## src/rtl/halfword_store_buffer_pkg.sv

```systemverilog
// -----------------------------------------------------------------------------
// halfword_store_buffer_pkg
// Shared definitions for the halfword store buffer:
//   - entry field widths (data, halfword enables, byte enables)
//   - issue FSM state encoding (SB_IDLE, SB_REQ)
//   - halfword-enable to byte-enable expansion and halfword merge helpers
// Optional feature macro used by the top level: STORE_MERGE_EN.
// -----------------------------------------------------------------------------
package halfword_store_buffer_pkg;

  localparam int DATA_W = 32;  // replicated store data
  localparam int EN_W   = 2;   // one enable per halfword
  localparam int BE_W   = 4;   // one enable per byte

  typedef enum logic [0:0] {
    SB_IDLE = 1'b0,
    SB_REQ  = 1'b1
  } sb_state_e;

  // Each halfword enable covers the two bytes of that halfword.
  function automatic logic [BE_W-1:0] expand_be(input logic [EN_W-1:0] en);
    return {en[1], en[1], en[0], en[0]};
  endfunction

  // Enabled halfwords of new_d replace the matching halfwords of old_d.
  function automatic logic [DATA_W-1:0] merge_halves(input logic [DATA_W-1:0] old_d,
                                                     input logic [DATA_W-1:0] new_d,
                                                     input logic [EN_W-1:0]   en);
    logic [DATA_W-1:0] res;
    res[31:16] = en[1] ? new_d[31:16] : old_d[31:16];
    res[15:0]  = en[0] ? new_d[15:0]  : old_d[15:0];
    return res;
  endfunction

endpackage

```

## src/rtl/halfword_store_buffer_sb_fifo.sv

```systemverilog
// -----------------------------------------------------------------------------
// halfword_store_buffer_sb_fifo
// Synchronous FIFO of store entries {word address, data, halfword enables}.
// Ports:
//   i_clk, i_rst          clock, synchronous active-high reset
//   i_push, i_push_*      append a new entry at the tail
//   i_pop                 drop the head entry
//   i_tail_wr, i_tail_*   overwrite data/enables of the current tail (merge)
//   o_head_*              head entry contents
//   o_tail_*              tail entry contents (most recently written)
//   o_count               occupied entries
// i_push and i_tail_wr are never asserted together by the top level.
// -----------------------------------------------------------------------------
module halfword_store_buffer_sb_fifo
  import halfword_store_buffer_pkg::*;
#(
  parameter int DEPTH = 4,
  parameter int WAW   = 30
) (
  input  logic                       i_clk,
  input  logic                       i_rst,
  input  logic                       i_push,
  input  logic [WAW-1:0]             i_push_addr,
  input  logic [DATA_W-1:0]          i_push_data,
  input  logic [EN_W-1:0]            i_push_en,
  input  logic                       i_pop,
  input  logic                       i_tail_wr,
  input  logic [DATA_W-1:0]          i_tail_data,
  input  logic [EN_W-1:0]            i_tail_en,
  output logic [WAW-1:0]             o_head_addr,
  output logic [DATA_W-1:0]          o_head_data,
  output logic [EN_W-1:0]            o_head_en,
  output logic [WAW-1:0]             o_tail_addr,
  output logic [DATA_W-1:0]          o_tail_data,
  output logic [EN_W-1:0]            o_tail_en,
  output logic [$clog2(DEPTH):0]     o_count
);

  localparam int PW = $clog2(DEPTH);
  localparam int CW = PW + 1;

  logic [WAW-1:0]    r_addr [DEPTH];
  logic [DATA_W-1:0] r_data [DEPTH];
  logic [EN_W-1:0]   r_en   [DEPTH];
  logic [PW-1:0]     r_wr_ptr;
  logic [PW-1:0]     r_rd_ptr;
  logic [CW-1:0]     r_count;
  logic [PW-1:0]     w_tail_idx;

  // Tail is the slot written last; pointers wrap naturally at DEPTH.
  assign w_tail_idx  = r_wr_ptr - PW'(1);
  assign o_head_addr = r_addr[r_rd_ptr];
  assign o_head_data = r_data[r_rd_ptr];
  assign o_head_en   = r_en[r_rd_ptr];
  assign o_tail_addr = r_addr[w_tail_idx];
  assign o_tail_data = r_data[w_tail_idx];
  assign o_tail_en   = r_en[w_tail_idx];
  assign o_count     = r_count;

  // Pointer and occupancy bookkeeping.
  always_ff @(posedge i_clk) begin
    if (i_rst) begin
      r_wr_ptr <= '0;
      r_rd_ptr <= '0;
      r_count  <= '0;
    end else begin
      if (i_push) r_wr_ptr <= r_wr_ptr + PW'(1);
      if (i_pop)  r_rd_ptr <= r_rd_ptr + PW'(1);
      case ({i_push, i_pop})
        2'b10:   r_count <= r_count + CW'(1);
        2'b01:   r_count <= r_count - CW'(1);
        default: r_count <= r_count;
      endcase
    end
  end

  // Entry storage: new entries at the write pointer, merges into the tail slot.
  always_ff @(posedge i_clk) begin
    if (i_push) begin
      r_addr[r_wr_ptr] <= i_push_addr;
      r_data[r_wr_ptr] <= i_push_data;
      r_en[r_wr_ptr]   <= i_push_en;
    end else if (i_tail_wr) begin
      r_data[w_tail_idx] <= i_tail_data;
      r_en[w_tail_idx]   <= i_tail_en;
    end
  end

endmodule

```

## src/rtl/halfword_store_buffer.sv

```systemverilog
// -----------------------------------------------------------------------------
// halfword_store_buffer
// Queues replicated halfword stores and drains them, one at a time, to the
// data-memory write port with a req/ack handshake.
// Ports:
//   i_clk, i_rst                     clock, synchronous active-high reset
//   i_st_valid / o_st_ready          store handshake (ready = not full)
//   i_st_addr, i_st_data, i_st_en    byte address, replicated data, halfword enables
//   o_mem_req/addr/wdata/be          registered write request, held until ack
//   i_mem_ack                        one-cycle completion pulse
//   o_sb_empty                       nothing queued and nothing in flight
//   o_sb_count                       occupied entries including the in-flight one
// Configuration macro: STORE_MERGE_EN -- when defined, a store to the same
// word as the tail entry merges into it instead of allocating a new entry.
// -----------------------------------------------------------------------------
module halfword_store_buffer
  import halfword_store_buffer_pkg::*;
#(
  parameter int DEPTH = 4,
  parameter int AW    = 32
) (
  input  logic                   i_clk,
  input  logic                   i_rst,
  input  logic                   i_st_valid,
  output logic                   o_st_ready,
  input  logic [AW-1:0]          i_st_addr,
  input  logic [31:0]            i_st_data,
  input  logic [1:0]             i_st_en,
  output logic                   o_mem_req,
  output logic [AW-1:0]          o_mem_addr,
  output logic [31:0]            o_mem_wdata,
  output logic [3:0]             o_mem_be,
  input  logic                   i_mem_ack,
  output logic                   o_sb_empty,
  output logic [$clog2(DEPTH):0] o_sb_count
);

  localparam int CW  = $clog2(DEPTH) + 1;
  localparam int WAW = AW - 2;

  sb_state_e         r_state;
  logic              r_mem_req;
  logic [AW-1:0]     r_mem_addr;
  logic [DATA_W-1:0] r_mem_wdata;
  logic [BE_W-1:0]   r_mem_be;

  logic [WAW-1:0]    w_head_addr;
  logic [DATA_W-1:0] w_head_data;
  logic [EN_W-1:0]   w_head_en;
  logic [WAW-1:0]    w_tail_addr;
  logic [DATA_W-1:0] w_tail_data;
  logic [EN_W-1:0]   w_tail_en;
  logic [CW-1:0]     w_count;

  logic              w_accept;
  logic              w_nonnull;
  logic              w_addr_match;
  logic              w_merge;
  logic              w_push;
  logic              w_tail_wr;
  logic              w_pop;
  logic [DATA_W-1:0] w_merge_data;
  logic [EN_W-1:0]   w_merge_en;
  logic              w_addr_lo_unused;

  // Stores are word aligned; the byte offset carries no information here.
  assign w_addr_lo_unused = ^i_st_addr[1:0];

  assign o_st_ready   = (w_count != CW'(DEPTH));
  assign w_accept     = i_st_valid & o_st_ready;
  assign w_nonnull    = (i_st_en != 2'b00);
  assign w_addr_match = (i_st_addr[AW-1:2] == w_tail_addr);
  assign w_merge_data = merge_halves(w_tail_data, i_st_data, i_st_en);
  assign w_merge_en   = w_tail_en | i_st_en;

`ifdef STORE_MERGE_EN
  // With a single entry the tail is the head, which is either in flight (REQ)
  // or being loaded into the write-port registers this very edge (IDLE), so
  // only a second-or-later entry may absorb a merge.
  assign w_merge = (w_count >= CW'(2)) & w_addr_match;
`else
  logic w_match_unused;
  assign w_match_unused = w_addr_match;
  assign w_merge        = 1'b0;
`endif

  // A null store (no halfword enabled) is accepted but leaves no trace.
  assign w_push    = w_accept & w_nonnull & ~w_merge;
  assign w_tail_wr = w_accept & w_nonnull & w_merge;
  assign w_pop     = (r_state == SB_REQ) & i_mem_ack;

  halfword_store_buffer_sb_fifo #(
    .DEPTH (DEPTH),
    .WAW   (WAW)
  ) u_fifo (
    .i_clk       (i_clk),
    .i_rst       (i_rst),
    .i_push      (w_push),
    .i_push_addr (i_st_addr[AW-1:2]),
    .i_push_data (i_st_data),
    .i_push_en   (i_st_en),
    .i_pop       (w_pop),
    .i_tail_wr   (w_tail_wr),
    .i_tail_data (w_merge_data),
    .i_tail_en   (w_merge_en),
    .o_head_addr (w_head_addr),
    .o_head_data (w_head_data),
    .o_head_en   (w_head_en),
    .o_tail_addr (w_tail_addr),
    .o_tail_data (w_tail_data),
    .o_tail_en   (w_tail_en),
    .o_count     (w_count)
  );

  // Issue FSM: load the head into the write-port registers, hold until ack.
  // The head is popped on ack; the IDLE cycle that follows is the gap between
  // consecutive requests.
  always_ff @(posedge i_clk) begin
    if (i_rst) begin
      r_state     <= SB_IDLE;
      r_mem_req   <= 1'b0;
      r_mem_addr  <= '0;
      r_mem_wdata <= '0;
      r_mem_be    <= '0;
    end else begin
      case (r_state)
        SB_IDLE: begin
          if (w_count != '0) begin
            r_mem_req   <= 1'b1;
            r_mem_addr  <= {w_head_addr, 2'b00};
            r_mem_wdata <= w_head_data;
            r_mem_be    <= expand_be(w_head_en);
            r_state     <= SB_REQ;
          end
        end
        SB_REQ: begin
          if (i_mem_ack) begin
            r_mem_req <= 1'b0;
            r_state   <= SB_IDLE;
          end
        end
        default: begin
          r_mem_req <= 1'b0;
          r_state   <= SB_IDLE;
        end
      endcase
    end
  end

  assign o_mem_req   = r_mem_req;
  assign o_mem_addr  = r_mem_addr;
  assign o_mem_wdata = r_mem_wdata;
  assign o_mem_be    = r_mem_be;
  assign o_sb_count  = w_count;
  assign o_sb_empty  = (w_count == '0) & ~r_mem_req;

endmodule
```

## config.mk

```make
export PLATFORM = sky130hd
export DESIGN_NAME = halfword_store_buffer
export DESIGN_NICKNAME = d
export VERILOG_FILES = /design/src/rtl/halfword_store_buffer_pkg.sv /design/src/rtl/halfword_store_buffer_sb_fifo.sv /design/src/rtl/halfword_store_buffer.sv
export SDC_FILE = /design/constraint.sdc
export NUM_CORES = 1
export LEC_CHECK = 0
export CORE_ASPECT_RATIO = 1.4
export CORE_MARGIN = 5
export CORE_UTILIZATION = 35
export CTS_BUF_LIST = sky130_fd_sc_hd__clkbuf_8 sky130_fd_sc_hd__clkbuf_16
export CTS_CLUSTER_DIAMETER = 30
export CTS_CLUSTER_SIZE = 12
export DETAILED_ROUTE_END_ITERATION = 16
export GPL_ROUTABILITY_DRIVEN = 0
export GPL_TIMING_DRIVEN = 1
export HOLD_SLACK_MARGIN = 0.06
export PLACE_DENSITY_LB_ADDON = 0.15
export SETUP_SLACK_MARGIN = 0.5
export SLEW_MARGIN = 20
export SYNTH_ARGS = -nofsm -noshare
export SYNTH_HDL_FRONTEND = slang
export SYNTH_HIERARCHICAL = 1
export SYNTH_SLANG_ARGS = --single-unit
export TNS_END_PERCENT = 30
```

## constraint.sdc

```tcl
create_clock -name i_clk -period 9.55 [get_ports i_clk]
set_clock_uncertainty 0.05 [all_clocks]
set_input_delay 1.91 -clock i_clk [delete_from_list [all_inputs] [get_ports i_clk]]
set_output_delay 1.91 -clock i_clk [all_outputs]
set_load 0.02 [all_outputs]
```

==> impl_metrics.env <==
export IMPL_internal_power_mw=4.024
export IMPL_power_frac_seq_pct=34.5
export IMPL_clk_latency_ns=0.56
export IMPL_cp_end_kind="flop"
export IMPL_fillers=3573
export IMPL_p_clk_share_pct=42.0
export IMPL_dp_hpwl_um=19030
export IMPL_arrival_ns=4.90
export IMPL_die_h_um=249.1
export IMPL_grt_pass1_wl_um=52090
export IMPL_path_class="primary input to flop"
export IMPL_clk_pin_slew_ns=0.04
export IMPL_path_cells="clkdlybuf4s50_1, buf_4, o21ai_0, a21oi_1, nand2_1, mux2i_4, buf_4"
export IMPL_antenna_left=0
export IMPL_drcViolationCount=0
export IMPL_violations="slew limit"
export IMPL_core_area_mm2=0.04039
export IMPL_layout_drive_gt1_share_pct=29.86
export IMPL_finalSetupTns_ns=0
export IMPL_cts_resized=0
export IMPL_initial_utilization_pct=35.38
export IMPL_min_from="o_mem_wdata[21]"
export IMPL_crit_top_cell="buf_4"
export IMPL_cts_sinks=331
export IMPL_yosysWarnings=6
export IMPL_drv_slew=37
export IMPL_antenna_found_initial=2
export IMPL_vias=7826
export IMPL_whs_ns=0.4192
export IMPL_crit_family="buffers and inverters"
export IMPL_grt_setup_unrepaired="no"
export IMPL_h_tree_depth=3
export IMPL_routedWlPerCell_um=21.65
export IMPL_leakagePower_nw=5.975
export IMPL_cap_violations=0
export IMPL_slew_headroom_pct=-172.5
export IMPL_portBuffers=139
export IMPL_diodes=0
export IMPL_switching_share_pct=28.70
export IMPL_area_growth_syn_to_layout_pct=28.17
export IMPL_grt_pass1_vias=8765
export IMPL_cp_slowest_cell="a21oi_1"
export IMPL_status="finished, violations left"
export IMPL_vdd_drop_max_v=0.0001521
export IMPL_totalPowerFinal_mw=5.643
export IMPL_die_area_mm2=0.04503
export IMPL_cpPeakStageDelay_ns=0.78
export IMPL_vias_per_cell=5.010
export IMPL_period_share_pct=49.85
export IMPL_cts_setup_buffers=0
export IMPL_dp_cells=1432
export IMPL_cts_buffers=71
export IMPL_switchingPower_mw=1.619
export IMPL_grt_max_degree=103
export IMPL_clockRootBuffer="clkbuf_16"
export IMPL_tritoncts="done"
export IMPL_die_x_um=180.8
export IMPL_routed_wl_um=33820
export IMPL_finalSetupViolations=0
export IMPL_clock_path_buffers=3
export IMPL_synth_cells=815
export IMPL_fin_cells=1562
export IMPL_dr_first_iter_drc_count=395
export IMPL_final_nets=1047
export IMPL_cp_max_fo=27
export IMPL_worstPathRequired_ns=9.69
export IMPL_finalCriticalPeriod_ns=4.761
export IMPL_startpoint="i_st_en[0]"
export IMPL_power_frac_comb_pct=23.4
export IMPL_grt_overflow_total=0
export IMPL_hold_violations=0
export IMPL_timing_rr_start="u_fifo/o_count[1]"
export IMPL_post_route_util_pct=45.35
export IMPL_hold_buffers=0
export IMPL_startpoint_type="primary input"
export IMPL_grt_usage_pct=14.96
export IMPL_fmax_mhz=210.1
export IMPL_pin_count=144
export IMPL_critPathBufInv=3
export IMPL_postSynthAreaPerCell_um2=17.53
export IMPL_drtPass1Iterations=4
export IMPL_hp_class="flop to flop"
export IMPL_powerDensity_mw_per_mm2=308.1
export IMPL_synthesis_area_mm2=0.01429
export IMPL_num_rows=87
export IMPL_worst_pin_slew_ns=4.079
[worst reg2reg max path, stage by stage (launching register included)]
cell,delay [ns]
dfxtp_1,0.51
nor2_1,0.11
a21oi_1,0.80
nand2_1,0.31
mux2i_4,0.43
buf_4,0.51
[registers in the layout, summed over array words and instances, names as in the netlist, named ones only]
| signal | count |
|---|---|
| u_fifo/r_rd_ptr | 2 |
| r_state | 1 |
| o_mem_wdata | 32 |
| o_mem_addr | 30 |
| u_fifo/r_data | 128 |
| o_mem_be | 2 |
| u_fifo/r_wr_ptr | 2 |
| o_mem_req | 1 |
| u_fifo/r_en | 8 |
| u_fifo/r_addr | 120 |
| u_fifo/o_count | 3 |
[worst paths after layout]
check                         end  slack [ns]  depth (start not counted)
max          u_fifo/r_data[1][21]        4.79                          7
min               o_mem_wdata[21]        0.42                          2
max reg2reg  u_fifo/r_data[1][21]        6.44                          5
min reg2reg       o_mem_wdata[21]        0.42                          2
[layout by cell type (no fill, tap or decap), drive strengths merged, types with 10 or more instances in the layout]
cell type	instances
mux2i	17
mux2	66
buf	13
inv	23
nand2b	28
a21oi	52
nor2	10
clkinv	21
clkdlybuf4s50	138
nand3b	50
mux4	98
edfxtp	256
o21ai	53
clkbuf	79
dfxtp	75
[stage by stage]
step	area (µm²)	setup WS, ns
floorplan	14300	3.652
global placement	15940	4.185
detailed placement	15940	4.200
CTS	18320	4.770
global route	18320	4.558
finish	18320	4.790
[layout make-up]
| class | instances | area [µm²] | area share, % |
|---|---|---|---|
| Inverter | 4 | 15.01 | 0.08198 |
| Tap cell | 534 | 668.1 | 3.648 |
| Timing Repair Buffer | 151 | 1479 | 8.075 |
| Clock buffer | 79 | 1921 | 10.49 |
| Sequential cell | 331 | 9201 | 50.24 |
| Multi-Input combinational cell | 412 | 4579 | 25.00 |
| Clock inverter | 51 | 451.7 | 2.466 |
[power by group through the flow]
stage          clock network, mW  logic [mW]  registers (mW)
2_1_floorplan                  0       0.823            2.05
3_3_place_gp                   0        1.34            1.97
3_5_place_dp                   0        1.35            1.98
4_1_cts                     2.42        1.35            1.95
5_1_grt                     2.51        1.43            1.98
6_report                    2.37        1.32            1.95
[routing by layer]
layer  GRT usage (%)  share of wire, %
met4           6.031               2.3
met3           3.199               4.5
met5               0             0.033
met2           26.03                52
met1           18.05                41
No activity file was read; power rests on OpenSTA's default activity.
